--- config.mk ---
export PLATFORM = sky130hd
export DESIGN_NAME = backprop_sequencer
export DESIGN_NICKNAME = d
export VERILOG_FILES = /design/src/rtl/backprop_sequencer.sv
export SDC_FILE = /design/constraint.sdc
export NUM_CORES = 1
export LEC_CHECK = 0
export BUFFER_PORTS_ARGS = -buffer_cell sky130_fd_sc_hd__clkbuf_2
export CAP_MARGIN = 5
export CORE_MARGIN = 5
export CORE_UTILIZATION = 55
export DETAILED_ROUTE_END_ITERATION = 7
export HOLD_SLACK_MARGIN = 0.15
export PLACE_DENSITY = 0.84
export SLEW_MARGIN = 10
export SYNTH_ARGS = -nofsm -noshare
export SYNTH_HDL_FRONTEND = slang
export SYNTH_SLANG_ARGS = --single-unit
--- constraint.sdc ---
create_clock -name clk -period 2.5 [get_ports clk]
set_input_delay 0.375 -clock clk [delete_from_list [all_inputs] [get_ports clk]]
set_output_delay 0.375 -clock clk [all_outputs]
set_load 0.02 [all_outputs]
--- src/rtl/backprop_sequencer.sv ---
// Backpropagation sequencer: stores one sample's forward-pass activations, then issues one
// backpropagator start per layer, from the top layer down to layer 0.
module backprop_sequencer #(
  parameter int NEURON_NUM          = 5,
  parameter int NEURON_OUTPUT_WIDTH = 10,
  parameter int LAYER_ADDR_WIDTH    = 2,
  parameter int LAYER_MAX           = 3,
  parameter int SAMPLE_ADDR_SIZE    = 10,
  parameter int TIMEOUT             = 1023
) (
  input  logic                                      clk,
  input  logic                                      rst,
  input  logic                                      start,
  input  logic [SAMPLE_ADDR_SIZE-1:0]               sample,
  input  logic [NEURON_NUM*NEURON_OUTPUT_WIDTH-1:0] z_in,
  input  logic [LAYER_ADDR_WIDTH:0]                 z_in_addr,
  input  logic                                      z_in_valid,
  output logic                                      z_in_ready,
  output logic                                      bp_start,
  output logic [LAYER_ADDR_WIDTH-1:0]               bp_layer,
  output logic [SAMPLE_ADDR_SIZE-1:0]               bp_sample,
  output logic [NEURON_NUM*NEURON_OUTPUT_WIDTH-1:0] bp_z,
  output logic [NEURON_NUM*NEURON_OUTPUT_WIDTH-1:0] bp_z_prev,
  input  logic                                      bp_valid,
  input  logic                                      bp_error,
  output logic                                      busy,
  output logic                                      done,
  output logic                                      error
);

  localparam int ZW  = NEURON_NUM * NEURON_OUTPUT_WIDTH;
  localparam int AW  = LAYER_ADDR_WIDTH + 1;
  // A disabled watchdog still gets a 1-bit counter so the declaration stays legal.
  localparam int WDW = (TIMEOUT > 0) ? $clog2(TIMEOUT + 1) : 1;

  typedef enum logic [2:0] {IDLE, LOAD, ISSUE, WAIT, FIN, ABORT} state_t;

  state_t           state;
  logic [ZW-1:0]    slot [LAYER_MAX+1];
  logic [LAYER_MAX:0] mask;
  logic [WDW-1:0]   watchdog;
  logic             timeout;

  assign timeout    = (TIMEOUT != 0) && (watchdog == WDW'(TIMEOUT));
  assign z_in_ready = (state == IDLE) || (state == LOAD);
  assign busy       = (state != IDLE);

  always_comb begin
    bp_z      = '0;
    bp_z_prev = '0;
    for (int unsigned i = 0; i < LAYER_MAX; i++) begin
      if (bp_layer == LAYER_ADDR_WIDTH'(i)) begin
        bp_z      = slot[i+1];
        bp_z_prev = slot[i];
      end
    end
  end

  always_ff @(posedge clk or negedge rst) begin
    if (!rst) begin
      state     <= IDLE;
      bp_start  <= 1'b0;
      done      <= 1'b0;
      error     <= 1'b0;
      bp_layer  <= '0;
      bp_sample <= '0;
      mask      <= '0;
      watchdog  <= '0;
      for (int unsigned i = 0; i <= LAYER_MAX; i++) slot[i] <= '0;
    end else begin
      bp_start <= 1'b0;
      done     <= 1'b0;
      if (z_in_valid && z_in_ready) begin
        for (int unsigned i = 0; i <= LAYER_MAX; i++) begin
          if (z_in_addr == AW'(i)) begin
            slot[i] <= z_in;
            mask[i] <= 1'b1;
          end
        end
      end
      case (state)
        IDLE: begin
          if (start) begin
            state     <= LOAD;
            bp_sample <= sample;
            error     <= 1'b0;
          end
        end
        LOAD: begin
          if (&mask) begin
            state    <= ISSUE;
            bp_layer <= LAYER_ADDR_WIDTH'(LAYER_MAX - 1);
            bp_start <= 1'b1;
          end
        end
        ISSUE: begin
          watchdog <= '0;
          state    <= WAIT;
        end
        WAIT: begin
          if (watchdog != '1) watchdog <= watchdog + 1'b1;
          if (bp_error || timeout) begin
            state <= ABORT;
            error <= 1'b1;
          end else if (bp_valid) begin
            if (bp_layer == '0) begin
              state <= FIN;
              done  <= 1'b1;
            end else begin
              bp_layer <= bp_layer - 1'b1;
              state    <= ISSUE;
              bp_start <= 1'b1;
            end
          end
        end
        FIN: begin
          mask  <= '0;
          state <= IDLE;
        end
        ABORT: begin
          error <= 1'b1;
          mask  <= '0;
          state <= IDLE;
        end
        default: state <= IDLE;
      endcase
    end
  end

endmodule

# [After elaboration in Yosys (flattened, before gate mapping)]
# Index checks and enable logic that the tools add are counted.
[totals] register_bits=232 in_bits=69
[op_classes] addsub=2 eq_ne=20 muxes=37 n_reduce_logical=30
[ops] operator="50-bit two-way mux" n=6
[ops] operator="10-bit case mux with 2 select lines" n=1
[ops] operator="2-bit AND reduction" n=10
[ops] operator="3-bit two-way mux" n=5
[ops] operator="1-bit two-way mux" n=14
[ops] operator="2-bit nonzero test" n=7
[ops] operator="3-bit by 2-bit == test with 1-bit output (second input constant)" n=4
[ops] operator="2-bit inequality test (second input constant)" n=6
[ops] operator="3-bit case mux with 4 select lines" n=1
[ops] operator="10-bit by 1-bit adder with 10-bit output (second input constant)" n=1
[ops] operator="10-bit == test (second input constant)" n=1
[ops] operator="10-bit two-way mux" n=1
[ops] operator="10-bit inequality test (second input constant)" n=1
[ops] operator="2-bit two-way mux" n=4
[ops] operator="4-bit two-way mux" n=2
[ops] operator="3-bit by 1-bit == test with 1-bit output (second input constant)" n=2
[ops] operator="3-bit == test (second input constant)" n=2
[ops] operator="3-bit zero test" n=2
[ops] operator="3-bit AND reduction" n=2
[ops] operator="3-bit nonzero test" n=2
[ops] operator="5-bit AND reduction" n=1
[ops] operator="2-bit case mux with 2 select lines" n=1
[ops] operator="4-bit AND reduction" n=1
[ops] operator="3-bit inequality test (second input constant)" n=1
[ops] operator="other kinds (10)" n=11

# [Depth between registers and ports, before layout]
# Gate-level depths: netlist (run 1).
[depth] depth_word=5 mapped_depth=8 depth_no_buf=6

# [Least setup slack after synthesis (run 1)]
# Ideal clock, no wire load.
[synth_timing] path_kind="reg2out" startpoint="register bp_layer[0]" endpoint="output port bp_z[38]" t_arrival_ns=2.196 required_ns=2.125 slack_ns=-0.071 path_stages_with_launch=9 n_path_buf=3 path_cell_list="dfrtp_1 -> inv_1 -> ha_1 -> nor2b_1 -> clkbuf_1 -> buf_2 -> buf_1 -> a22oi_1 -> o21ai_0"
[synth_between] elab_chain_len=4 elab_cells_between_ends=6 classes_between="eq/ne: 2; mux: 3; reduce/logical: 1"
[synth_lines] item="start: declaration" line_no="20" text="output logic [LAYER_ADDR_WIDTH-1:0] bp_layer,"
[synth_lines] item="start signal: assignment" line_no="92" text="bp_layer <= LAYER_ADDR_WIDTH'(LAYER_MAX - 1);"
[synth_lines] item="start signal: assignment" line_no="110" text="bp_layer <= bp_layer - 1'b1;"
[synth_lines] item="2-bit zero test" line_no="52" text="if (bp_layer == LAYER_ADDR_WIDTH'(i)) begin"
[synth_lines] item="50-bit two-way mux (2 in a row)" line_no="52"
[synth_lines] item="50-bit two-way mux (*)" line_no="52"
[synth_lines] item="end: declaration" line_no="22" text="output logic [NEURON_NUM*NEURON_OUTPUT_WIDTH-1:0] bp_z,"
# Mark *: on every way between the ends. The rest lies on a longest branch, timed or not.

# [Final worst setup path (run 1)]
[layout_timing] startpoint="register bp_layer[0]" endpoint="output port bp_z[17]"
# Same word-level chain as after synthesis.

==> results.md, run 1 <==
* Worst min-delay path startpoint: z_in[9]
* Placer congestion estimate at 0.852
* Share of post-route cells with drive strength above 1 at 0.448
* CTS Root Cell: sky130_fd_sc_hd__clkbuf_16
* Number of buffers created by CTS at 25
* Clock latency on the worst-skew pair at 0.51 ns
* Crit path max fanout at 6
* Endpoints failing setup at 12
* Clock sink count at 232
* Largest area contributor in the synthesized netlist: sky130_fd_sc_hd__dfrtp_1
* Via count of the first global-routing pass at 8692
* Combined area of all synthesized cells at 10700 um^2
* Top-area cell type share of the netlist area at 0.543
* Data arrival time of the worst path at 2.18 ns
* Slew @ Worst Pin at 0.618 ns
* DRC Markers at 0
* Hold/Removal Path Class: in2reg
* Maximum clock path buffer count at 3
* Violations in the final reports: setup timing
* Area share of xor/xnor cells in the synthesized design at 0
* Worst Setup SP: bp_layer[0]
* CP max stage cell: sky130_fd_sc_hd__dfrtp_2
* Endpoint class of the critical path: output port
* Worst reg2reg path depth at 4
* Total negative setup slack at -0.281 ns
* Area of the placeable core at 19300 um^2
* Number of slew-limit violations in the final report at 0
* Worst flop-to-flop path endpoint: slot[192]
* Share of synthesized area occupied by flip-flops and latches at 0.543
* Final non-filler cell total at 1424
* Total area of multi-input combinational cells at 4820 um^2
* Max stage delay on crit path at 0.45 ns
* Floorplan die height at 149 um
* Worst path buffer plus inverter count at 5
* Starting utilization of the core area at 0.553
* Syn-to-layout area delta at 32.0%
* Maximum level of the CTS H-tree at 1
* R2r setup slk at 0.27 ns
* Detailed router's first-iteration violation count at 603
* CP required at 2.12 ns
* First-pass GRT wire length at 45300 um
* Overall Global Routing Usage at 0.249
* Post-route cell area at 14100 um^2
* Achievable Freq at 392 MHz
* Slew HR at 0.588
* Commonest non-fill, non-tap cells in the layout: sky130_fd_sc_hd__dfrtp_1 (231), sky130_fd_sc_hd__mux2_2 (205), sky130_fd_sc_hd__nand2_1 (120), sky130_fd_sc_hd__buf_4 (88), sky130_fd_sc_hd__clkbuf_2 (84)
* Largest net degree at the start of global routing at 105
* Post-Place Cells at 1317
* DP Wirelength at 16600 um
* Number of cells produced by synthesis at 910
* Power density cells at 1400 nW/um^2
* Ports placed on the boundary at 186
* Status: finished, violations left
* Warning count from the yosys run at 0
* Critical Path Start Type: flop
* Chip Width at 149 um
* Combinational family with the most area after synthesis: multiplexers
* CP top delay family: buffers and inverters
* Total Die Area at 22300 um^2
* Number of distinct library cells after synthesis at 40
* Area contributors post-synth: sky130_fd_sc_hd__dfrtp_1 (54%), sky130_fd_sc_hd__mux2_2 (22%), sky130_fd_sc_hd__a22oi_1 (6.9%), sky130_fd_sc_hd__o21ai_0 (4.9%), sky130_fd_sc_hd__nand2_1 (4.2%)
* Power Total at 0.0198 W
* Via density per instance at 6.08
* Share of the cycle needed by the critical path after routing at 1.02
* Number of antenna violations at the first check in global routing at 0
* Post-synthesis area per instance at 11.8 um^2
* Mux cell area share after synthesis at 0.225
* Synthesized-area fraction occupied by ao, oa, aoi and oai cells at 0.130
* Maximum clock skew at final layout at 0.0115 ns
* Yosys reg bits at 232
* Number of iterations in the first detailed-routing pass at 5
* Source of the worst register-to-register timing path: state[1]
* Fill cell instance count of the final layout at 1228
* Area occupied by registers at 5810 um^2
* Start-to-end type of the worst setup path: reg2out
* Number of stages on the worst hold path at 2
* Endpoint with the worst hold slack: slot[59]
* Via total after detailed routing at 8665
* Remaining global-route overflow at 0
* Worst vdd ir at 1.04 mV
* Count of standard-cell rows at 51
* Clock tree from TritonCTS: yes
* Post-route ant nets at 0
* Max-cap violations at 0
* Hold Fails Final Rpt at 0
* Detail-routed net length per standard cell at 21.3 um
* Clk pin slew, worst setup/hold paths at 0.06 ns
* Unrepaired setup endpoints after global routing: yes
* Worst hold-check slack at 0.160 ns
* Diode count at 0
* Cell area after placement at 12000 um^2
* Post-Synthesis Net Count at 983
* Count of port buffers added during placement at 185
* Cell-by-cell listing of the critical path: inv_4 -> ha_4 -> nor2b_4 -> buf_6 -> buf_8 -> buf_16 -> a22oi_1 -> o21ai_1 -> buf_4
* Minimum clock period at 2.55 ns
* Adder and majority cell fraction of the synthesized area at 0.00468
* Worst Slack Setup Final at -0.0536 ns
* Leakage power figure at 6.23 nW
* Synthesized-area fraction occupied by and/or/nand/nor cells at 0.0693
* Number of nets in the final layout at 1219
* Total wire length at 30300 um
* Most common library cell in the layout ignoring fill and taps: sky130_fd_sc_hd__dfrtp_1
-- cell families (layout without fill, tap and decap cells) --
family          after synthesis  in the layout
buf+inv                      73            322
fa+ha+maj                     4              4
simple gates                166            166
flops                       232            232
mux                         214            214
compound gates              221            221
-- how the worst max path moves through the flow --
stage	depth (start not counted)	slack (ns)	end
floorplan	8	0.08	bp_z[38]
global placement	7	0.22	bp_z[8]
detailed placement	7	0.17	bp_z[8]
CTS	8	-0.05	bp_z_prev[37]
global route	9	-0.16	bp_z[17]
finish	9	-0.05	bp_z[17]
-- synthesized netlist by cell type --
library cell	n
sky130_fd_sc_hd__a211oi_1	2
sky130_fd_sc_hd__nand2b_1	3
sky130_fd_sc_hd__a211o_1	1
sky130_fd_sc_hd__nor2_1	4
sky130_fd_sc_hd__nor4_1	1
sky130_fd_sc_hd__nand2_1	120
sky130_fd_sc_hd__o41ai_1	1
sky130_fd_sc_hd__nand4_1	1
sky130_fd_sc_hd__o311ai_1	1
sky130_fd_sc_hd__mux2_1	7
sky130_fd_sc_hd__buf_1	2
sky130_fd_sc_hd__inv_1	7
sky130_fd_sc_hd__and3_1	2
sky130_fd_sc_hd__nor2_2	1
sky130_fd_sc_hd__buf_2	7
sky130_fd_sc_hd__nor4b_4	1
sky130_fd_sc_hd__mux2_2	205
sky130_fd_sc_hd__clkbuf_1	52
sky130_fd_sc_hd__o31ai_1	1
sky130_fd_sc_hd__and4_1	2
sky130_fd_sc_hd__o211ai_1	3
sky130_fd_sc_hd__and2b_1	1
sky130_fd_sc_hd__nand4bb_1	1
sky130_fd_sc_hd__nand3b_1	2
sky130_fd_sc_hd__nand3_1	15
sky130_fd_sc_hd__nor3_1	6
sky130_fd_sc_hd__a22oi_1	99
sky130_fd_sc_hd__or3_1	3
sky130_fd_sc_hd__ha_1	4
sky130_fd_sc_hd__buf_4	5
sky130_fd_sc_hd__nor2b_1	1
sky130_fd_sc_hd__mux2i_1	2
sky130_fd_sc_hd__a21o_1	1
sky130_fd_sc_hd__a21oi_1	4
sky130_fd_sc_hd__and3b_1	1
sky130_fd_sc_hd__o31a_1	1
sky130_fd_sc_hd__o21ai_0	105
sky130_fd_sc_hd__nor3b_2	1
sky130_fd_sc_hd__o311ai_0	2
sky130_fd_sc_hd__dfrtp_1	232
-- repair_timing --
item,CTS,global route
hold buffers,43,0
pin swaps,11,25
resized for setup,121,199
endpoints found under the setup margin,99,100
setup buffers,10,2
cloned,6,6
endpoints found under the hold margin,142,0
-- metrics by stage --
stage               worst slack [ns]  utilization
floorplan                     0.0765            -
global placement               0.221        0.622
detailed placement             0.175        0.622
CTS                          -0.0537        0.710
global route                  -0.160        0.730
finish                       -0.0536        0.730
-- layout make-up --
cell class,count,area share
Clock inverter,6,0.00496
Multi-Input combinational cell,605,0.341
Tap cell,265,0.0235
Timing Repair Buffer,275,0.168
Clock buffer,34,0.0495
Inverter,7,0.00204
Sequential cell,232,0.411
-- state kept, by name, summed over array words and instances, names as in the netlist --
signal     flops
slot         200
bp_sample     10
mask           4
error          1
bp_start       1
state          3
watchdog      10
done           1
bp_layer       2
-- layer usage --
layer	vias to the layer above	GRT usage	wire length (um)
li1	3800	-	-
met1	4412	0.337	12300
met2	362	0.417	15200
met3	91	0.0427	1810
met4	0	0.0709	994
met5	-	0	0
-- power by group --
group          switching (W)  leakage [nW]  internal [W]
clock network        0.00144         0.380       0.00205
registers            0.00133          2.80       0.00548
logic                0.00521          3.04       0.00432
Power figures use the tool's default switching activity.
==> run 2: changes to the inputs <==
ABC_AREA = 1   (was not set)
PLACE_DENSITY = 0.83   (was 0.84)
==> results.md, run 2 <==
* Leakage power figure at 6.77 nW
* Data arrival time of the worst path at 2.20 ns
* Share of the cycle needed by the critical path after routing at 1.03
* Worst min-delay path startpoint: z_in[44]
* Warning count from the yosys run at 0
* DRC Markers at 0
* Regs by FF count: slot: 200 flops, bp_sample: 10 flops, watchdog: 10 flops
* Number of stages on the worst hold path at 3
* First-pass GRT wire length at 48500 um
* Detail-routed net length per standard cell at 18.3 um
* Chip Width at 154 um
* Post-Synthesis Net Count at 1324
* Slew HR at 0.342
* Most used routing layer: met2
* EDFF count, synth at 0
* Worst Slack Setup Final at -0.0779 ns
* Fill cell instance count of the final layout at 1482
* Remaining global-route overflow at 0
* Post-route ant nets at 0
* Diode count at 0
* Max-cap violations at 0
* Number of distinct library cells after synthesis at 28
* Number of cells produced by synthesis at 1251
* R2r setup slk at 0.49 ns
* Hold Fails Final Rpt at 0
* Maximum level of the CTS H-tree at 1
* Detailed router's first-iteration violation count at 888
* Number of slew-limit violations in the final report at 0
* Yosys reg bits at 232
* Largest net degree at the start of global routing at 101
* Area contributors post-synth: sky130_fd_sc_hd__dfrtp_1 (51%), sky130_fd_sc_hd__nand2_1 (13%), sky130_fd_sc_hd__o21ai_2 (8.7%), sky130_fd_sc_hd__a22oi_1 (6.6%), sky130_fd_sc_hd__o21ai_0 (5.9%)
* Via count of the first global-routing pass at 9498
* Post-synthesis area per instance at 9.06 um^2
* Number of nets in the final layout at 1500
* Most instantiated library cell after synthesis: sky130_fd_sc_hd__nand2_1
* Via density per instance at 5.77
* Endpoints failing setup at 33
* Total wire length at 31300 um
* Number of iterations in the first detailed-routing pass at 6
* Floorplan die height at 154 um
* Largest area contributor in the synthesized netlist: sky130_fd_sc_hd__dfrtp_1
* Most common library cell in the layout ignoring fill and taps: sky130_fd_sc_hd__nand2_1
* Cell-by-cell listing of the critical path: inv_2 -> buf_4 -> ha_4 -> buf_16 -> nand2_1 -> o21ai_0 -> clkbuf_4
* Worst flop-to-flop path endpoint: slot[19]
* Max FFs per register at 200
* Via total after detailed routing at 9876
* Power density cells at 1550 nW/um^2
* Worst reg2reg path depth at 5
* Endpoint class of the critical path: output port
* Clock latency on the worst-skew pair at 0.51 ns
* Power Total at 0.0217 W
* Placer congestion estimate at 0.848
* Critical Path Start Type: flop
* Achievable Freq at 388 MHz
* Start-to-end type of the worst setup path: reg2out
* Source of the worst register-to-register timing path: state[1]
* Total Die Area at 23600 um^2
* Slew @ Worst Pin at 0.987 ns
* Maximum clock path buffer count at 3
* Status: finished, violations left
* Worst vdd ir at 1.14 mV
* Largest register by flop count: slot
* Worst setup slack before clock tree synthesis at 0.175 ns
* Endpoint with the worst hold slack: slot[144]
* Clock sink count at 232
* DP Wirelength at 17100 um
* Dominant synthesized flop cell: sky130_fd_sc_hd__dfrtp_1
* Count of standard-cell rows at 52
* Minimum clock period at 2.58 ns
* Fraction of synthesis flops using an asynchronous set or reset pin at 1.00
* Starting utilization of the core area at 0.560
* Number of buffers created by CTS at 25
* Unrepaired setup endpoints after global routing: yes
* Cell types with the highest counts after synthesis: sky130_fd_sc_hd__nand2_1 (380), sky130_fd_sc_hd__dfrtp_1 (232), sky130_fd_sc_hd__o21ai_0 (134), sky130_fd_sc_hd__o21ai_2 (112), sky130_fd_sc_hd__a22oi_1 (100)
* Hold/Removal Path Class: in2reg
* Ports placed on the boundary at 186
* Clock tree from TritonCTS: yes
* Total negative setup slack at -0.848 ns
* Maximum clock skew at final layout at 0.0220 ns
* Combined area of all synthesized cells at 11300 um^2
* Top-area cell type share of the netlist area at 0.512
* CTS Root Cell: sky130_fd_sc_hd__clkbuf_16
* Overall Global Routing Usage at 0.244
* Area of the placeable core at 20200 um^2
* Max stage delay on crit path at 0.42 ns
* Met3 usage at 0.0489
* Clk pin slew, worst setup/hold paths at 0.06 ns
* Syn-to-layout area delta at 23.8%
* Share of synthesized area occupied by flip-flops and latches at 0.512
* CP required at 2.12 ns
* Violations in the final reports: setup timing
* Crit path max fanout at 85
* Number of antenna violations at the first check in global routing at 0
* Share of post-route cells with drive strength above 1 at 0.302
* Count of port buffers added during placement at 185
* Commonest non-fill, non-tap cells in the layout: sky130_fd_sc_hd__nand2_1 (378), sky130_fd_sc_hd__dfrtp_1 (230), sky130_fd_sc_hd__o21ai_1 (159), sky130_fd_sc_hd__o21ai_2 (116), sky130_fd_sc_hd__buf_4 (100)
* CP max stage cell: sky130_fd_sc_hd__dfrtp_2
* Met2 usage at 0.406
* Met1 demand-to-capacity share in global routing at 0.328
-- run 2: worst max path at each step --
stage | start | to | cells past startpoint
floorplan | bp_layer[1] | bp_z[49] | 6
global placement | bp_layer[0] | bp_z[25] | 8
detailed placement | bp_layer[0] | bp_z[8] | 8
CTS | bp_layer[0] | bp_z[4] | 9
global route | bp_layer[0] | bp_z[36] | 8
finish | bp_layer[0] | bp_z[36] | 7
-- run 2: layout make-up --
cell class	count	area [um^2]	area share
multi-input combinational	853	4780	0.341
sequential	232	5810	0.414
inverter	75	282	0.0201
clock buffer	37	731	0.0521
tap	270	338	0.0241
clock inverter	6	83.8	0.00598
timing repair buffer	240	1990	0.142
-- run 2: critical path: cells and delay by family, from the launching register on --
| kind | cells | cell delay, ns |
|---|---|---|
| simple gates | 1 | 0.13 |
| fa+ha+maj | 1 | 0.23 |
| buf+inv | 4 | 0.72 |
| flops | 1 | 0.42 |
| compound gates | 1 | 0.13 |
-- run 2: what timing repair did --
| item | 4_1_cts | 5_1_grt |
|---|---|---|
| endpoints found under the setup margin | 100 | 100 |
| buffers inserted | 9 | 2 |
| hold endpoints to repair | 86 | 0 |
| resized for setup | 184 | 150 |
| pin swaps | 9 | 23 |
| cloned | 7 | 5 |
| hold buffers | 13 | 0 |
-- run 2: kinds of logic after synthesis --
group           Yosys count  share of synthesized area
buf+inv                 166                     0.0845
compound gates          415                      0.243
fa+ha+maj                 4                    0.00442
flops                   232                      0.512
simple gates            429                      0.152
xor+xnor                  5                    0.00387
-- run 2: metal layers --
layer / share of wire / routed length [um] / up-vias
li1: - / - / 4570
met5: 0 / 0 / -
met4: 0.024 / 744 / 0
met3: 0.084 / 2630 / 70
met1: 0.40 / 12500 / 4762
met2: 0.49 / 15400 / 474
-- run 2: where the power goes --
part	internal, W	total [W]	switching, W
registers	0.00551	0.00691	0.00140
logic	0.00462	0.0111	0.00648
clock network	0.00222	0.00367	0.00145
-- run 2: per-stage QoR --
step | util | cells | hold WS [ns] | cell area [um^2]
floorplan | - | 1251 | 0.0794 | 11300
global placement | 0.604 | 1634 | 0.400 | 12200
detailed placement | 0.604 | 1634 | 0.399 | 12200
CTS | 0.676 | 1706 | 0.152 | 13700
global route | 0.693 | 1713 | 0.175 | 14000
finish | 0.693 | 1713 | 0.171 | 14000
==> run 3: changes to the inputs <==
CORE_ASPECT_RATIO = 0.7   (was not set)
==> results.md, run 3 (synthesis gave the netlist of run 2 again) <==
* Achievable Freq at 391 MHz
* Placer congestion estimate at 0.853
* Syn-to-layout area delta at 21.6%
* Ports placed on the boundary at 186
* Post-route cell area at 13800 um^2
* Number of slew-limit violations in the final report at 0
* Crit path max fanout at 18
* Hold Fails Final Rpt at 0
* Final non-filler cell total at 1706
* Power density cells at 1530 nW/um^2
* Clock latency on the worst-skew pair at 0.50 ns
* Count of port buffers added during placement at 185
* Total Die Area at 23600 um^2
* Endpoint class of the critical path: output port
* Post-Place Cells at 1640
* Detail-routed net length per standard cell at 17.9 um
* Number of buffers created by CTS at 23
* Chip Width at 182 um
* Endpoints failing setup at 14
* Max-cap violations at 0
* Clock tree from TritonCTS: yes
* Via count of the first global-routing pass at 9430
* Most common library cell in the layout ignoring fill and taps: sky130_fd_sc_hd__nand2_1
* Diode count at 0
* Slew HR at 0.590
* Max stage delay on crit path at 0.44 ns
* CP required at 2.12 ns
* Remaining global-route overflow at 0
* Number of antenna violations at the first check in global routing at 0
* Unrepaired setup endpoints after global routing: yes
* Detailed router's first-iteration violation count at 1034
* Regs by FF count: slot: 200 flops, bp_sample: 10 flops, watchdog: 10 flops
* Total wire length at 30500 um
* Maximum clock skew at final layout at 0.0131 ns
* Data arrival time of the worst path at 2.18 ns
* Starting utilization of the core area at 0.566
* Leakage power figure at 6.72 nW
* Share of the cycle needed by the critical path after routing at 1.02
* Critical Path Start Type: flop
* Clk pin slew, worst setup/hold paths at 0.06 ns
* DP Wirelength at 18700 um
* Overall Global Routing Usage at 0.251
* Clock sink count at 232
* Final standard cell utilization of the core at 0.689
* Number of nets in the final layout at 1494
* Area of the placeable core at 20000 um^2
* Number of iterations in the first detailed-routing pass at 5
* Cell area after placement at 12300 um^2
* Maximum level of the CTS H-tree at 1
* Maximum clock path buffer count at 3
* Commonest non-fill, non-tap cells in the layout: sky130_fd_sc_hd__nand2_1 (379), sky130_fd_sc_hd__dfrtp_1 (231), sky130_fd_sc_hd__o21ai_1 (152), sky130_fd_sc_hd__o21ai_2 (121), sky130_fd_sc_hd__a22oi_1 (94)
* Status: finished, violations left
* Post-route ant nets at 0
* Cell-by-cell listing of the critical path: inv_2 -> ha_4 -> inv_4 -> nor2_4 -> buf_12 -> buf_8 -> a22oi_1 -> o21ai_0 -> buf_2
* Fill cell instance count of the final layout at 1502
* Via density per instance at 5.78
* CP max stage cell: sky130_fd_sc_hd__dfrtp_2
* Hold/Removal Path Class: in2reg
* Worst vdd ir at 0.810 mV
* Largest register by flop count: slot
* Worst hold-check slack at 0.155 ns
* Via total after detailed routing at 9862
* First-pass GRT wire length at 48900 um
* DRC Markers at 0
* Max FFs per register at 200
* Slew @ Worst Pin at 0.615 ns
* Largest net degree at the start of global routing at 102
* Count of standard-cell rows at 43
* Share of post-route cells with drive strength above 1 at 0.290
* Violations in the final reports: setup timing
* Start-to-end type of the worst setup path: reg2out
* CTS Root Cell: sky130_fd_sc_hd__clkbuf_16
* Worst setup slack before clock tree synthesis at 0.203 ns
* Floorplan die height at 130 um
* Worst Slack Setup Final at -0.0563 ns
* Minimum clock period at 2.56 ns
==> run 3: per-stage QoR <==
stage	total power, W	setup TNS, ns
CTS	0.0203	-0.982
global route	0.0224	-4.11
finish	0.0211	-0.332
detailed placement	0.0157	0
floorplan	0.0126	0
global placement	0.0154	0
==> run 3: layout make-up <==
type	count	area (um^2)	area share
sequential	232	5810	0.421
multi-input combinational	853	4710	0.342
timing repair buffer	236	1930	0.140
clock buffer	27	601	0.0436
tap	270	338	0.0245
inverter	75	284	0.0206
clock inverter	13	118	0.00853
==> run 3: final timing paths <==
| kind | start | endpoint | slack, ns | depth (start not counted) |
|---|---|---|---|---|
| hold reg to reg | bp_sample[3] | bp_sample[3] | 0.47 | 2 |
| max in group asynchronous | rst | slot[75] | 1.36 | 3 |
| min in group asynchronous | rst | bp_sample[9] | 0.42 | 2 |
| setup reg to reg | state[1] | slot[82] | 0.52 | 5 |
| setup / recovery | bp_layer[0] | bp_z_prev[9] | -0.06 | 9 |
| hold / removal | z_in[42] | slot[142] | 0.15 | 3 |
==> run 3: power breakdown <==
group	switching [W]	leakage, nW	internal, W
clock	0.00143	0.362	0.00192
combinational	0.00635	3.44	0.00448
sequential	0.00140	2.92	0.00551
total	0.00918	6.72	0.0119
==> run 3: routing by layer <==
metal	share of wire	wire (um)	track usage
met5	0	0	0
met2	0.46	13900	0.397
met3	0.090	2740	0.0535
met1	0.43	13200	0.362
met4	0.019	580	0.0582
==> run 3: worst max-delay path: cells and delay by family, from the launching register on <==
kind                     cells  cell delay, ns
flip-flops                   1            0.44
buffers and inverters        5            0.70
AND/OR/NAND/NOR              1            0.09
adder cells (fa/ha/maj)      1            0.15
AO/OA/AOI/OAI                2            0.31
==> run 3: timing repair <==
action	in CTS	in global routing
setup buffers	5	4
pin swaps	6	16
cloned	5	1
endpoints found under the setup margin	100	100
endpoints found under the hold margin	71	0
hold buffers	12	0
resized for setup	131	191
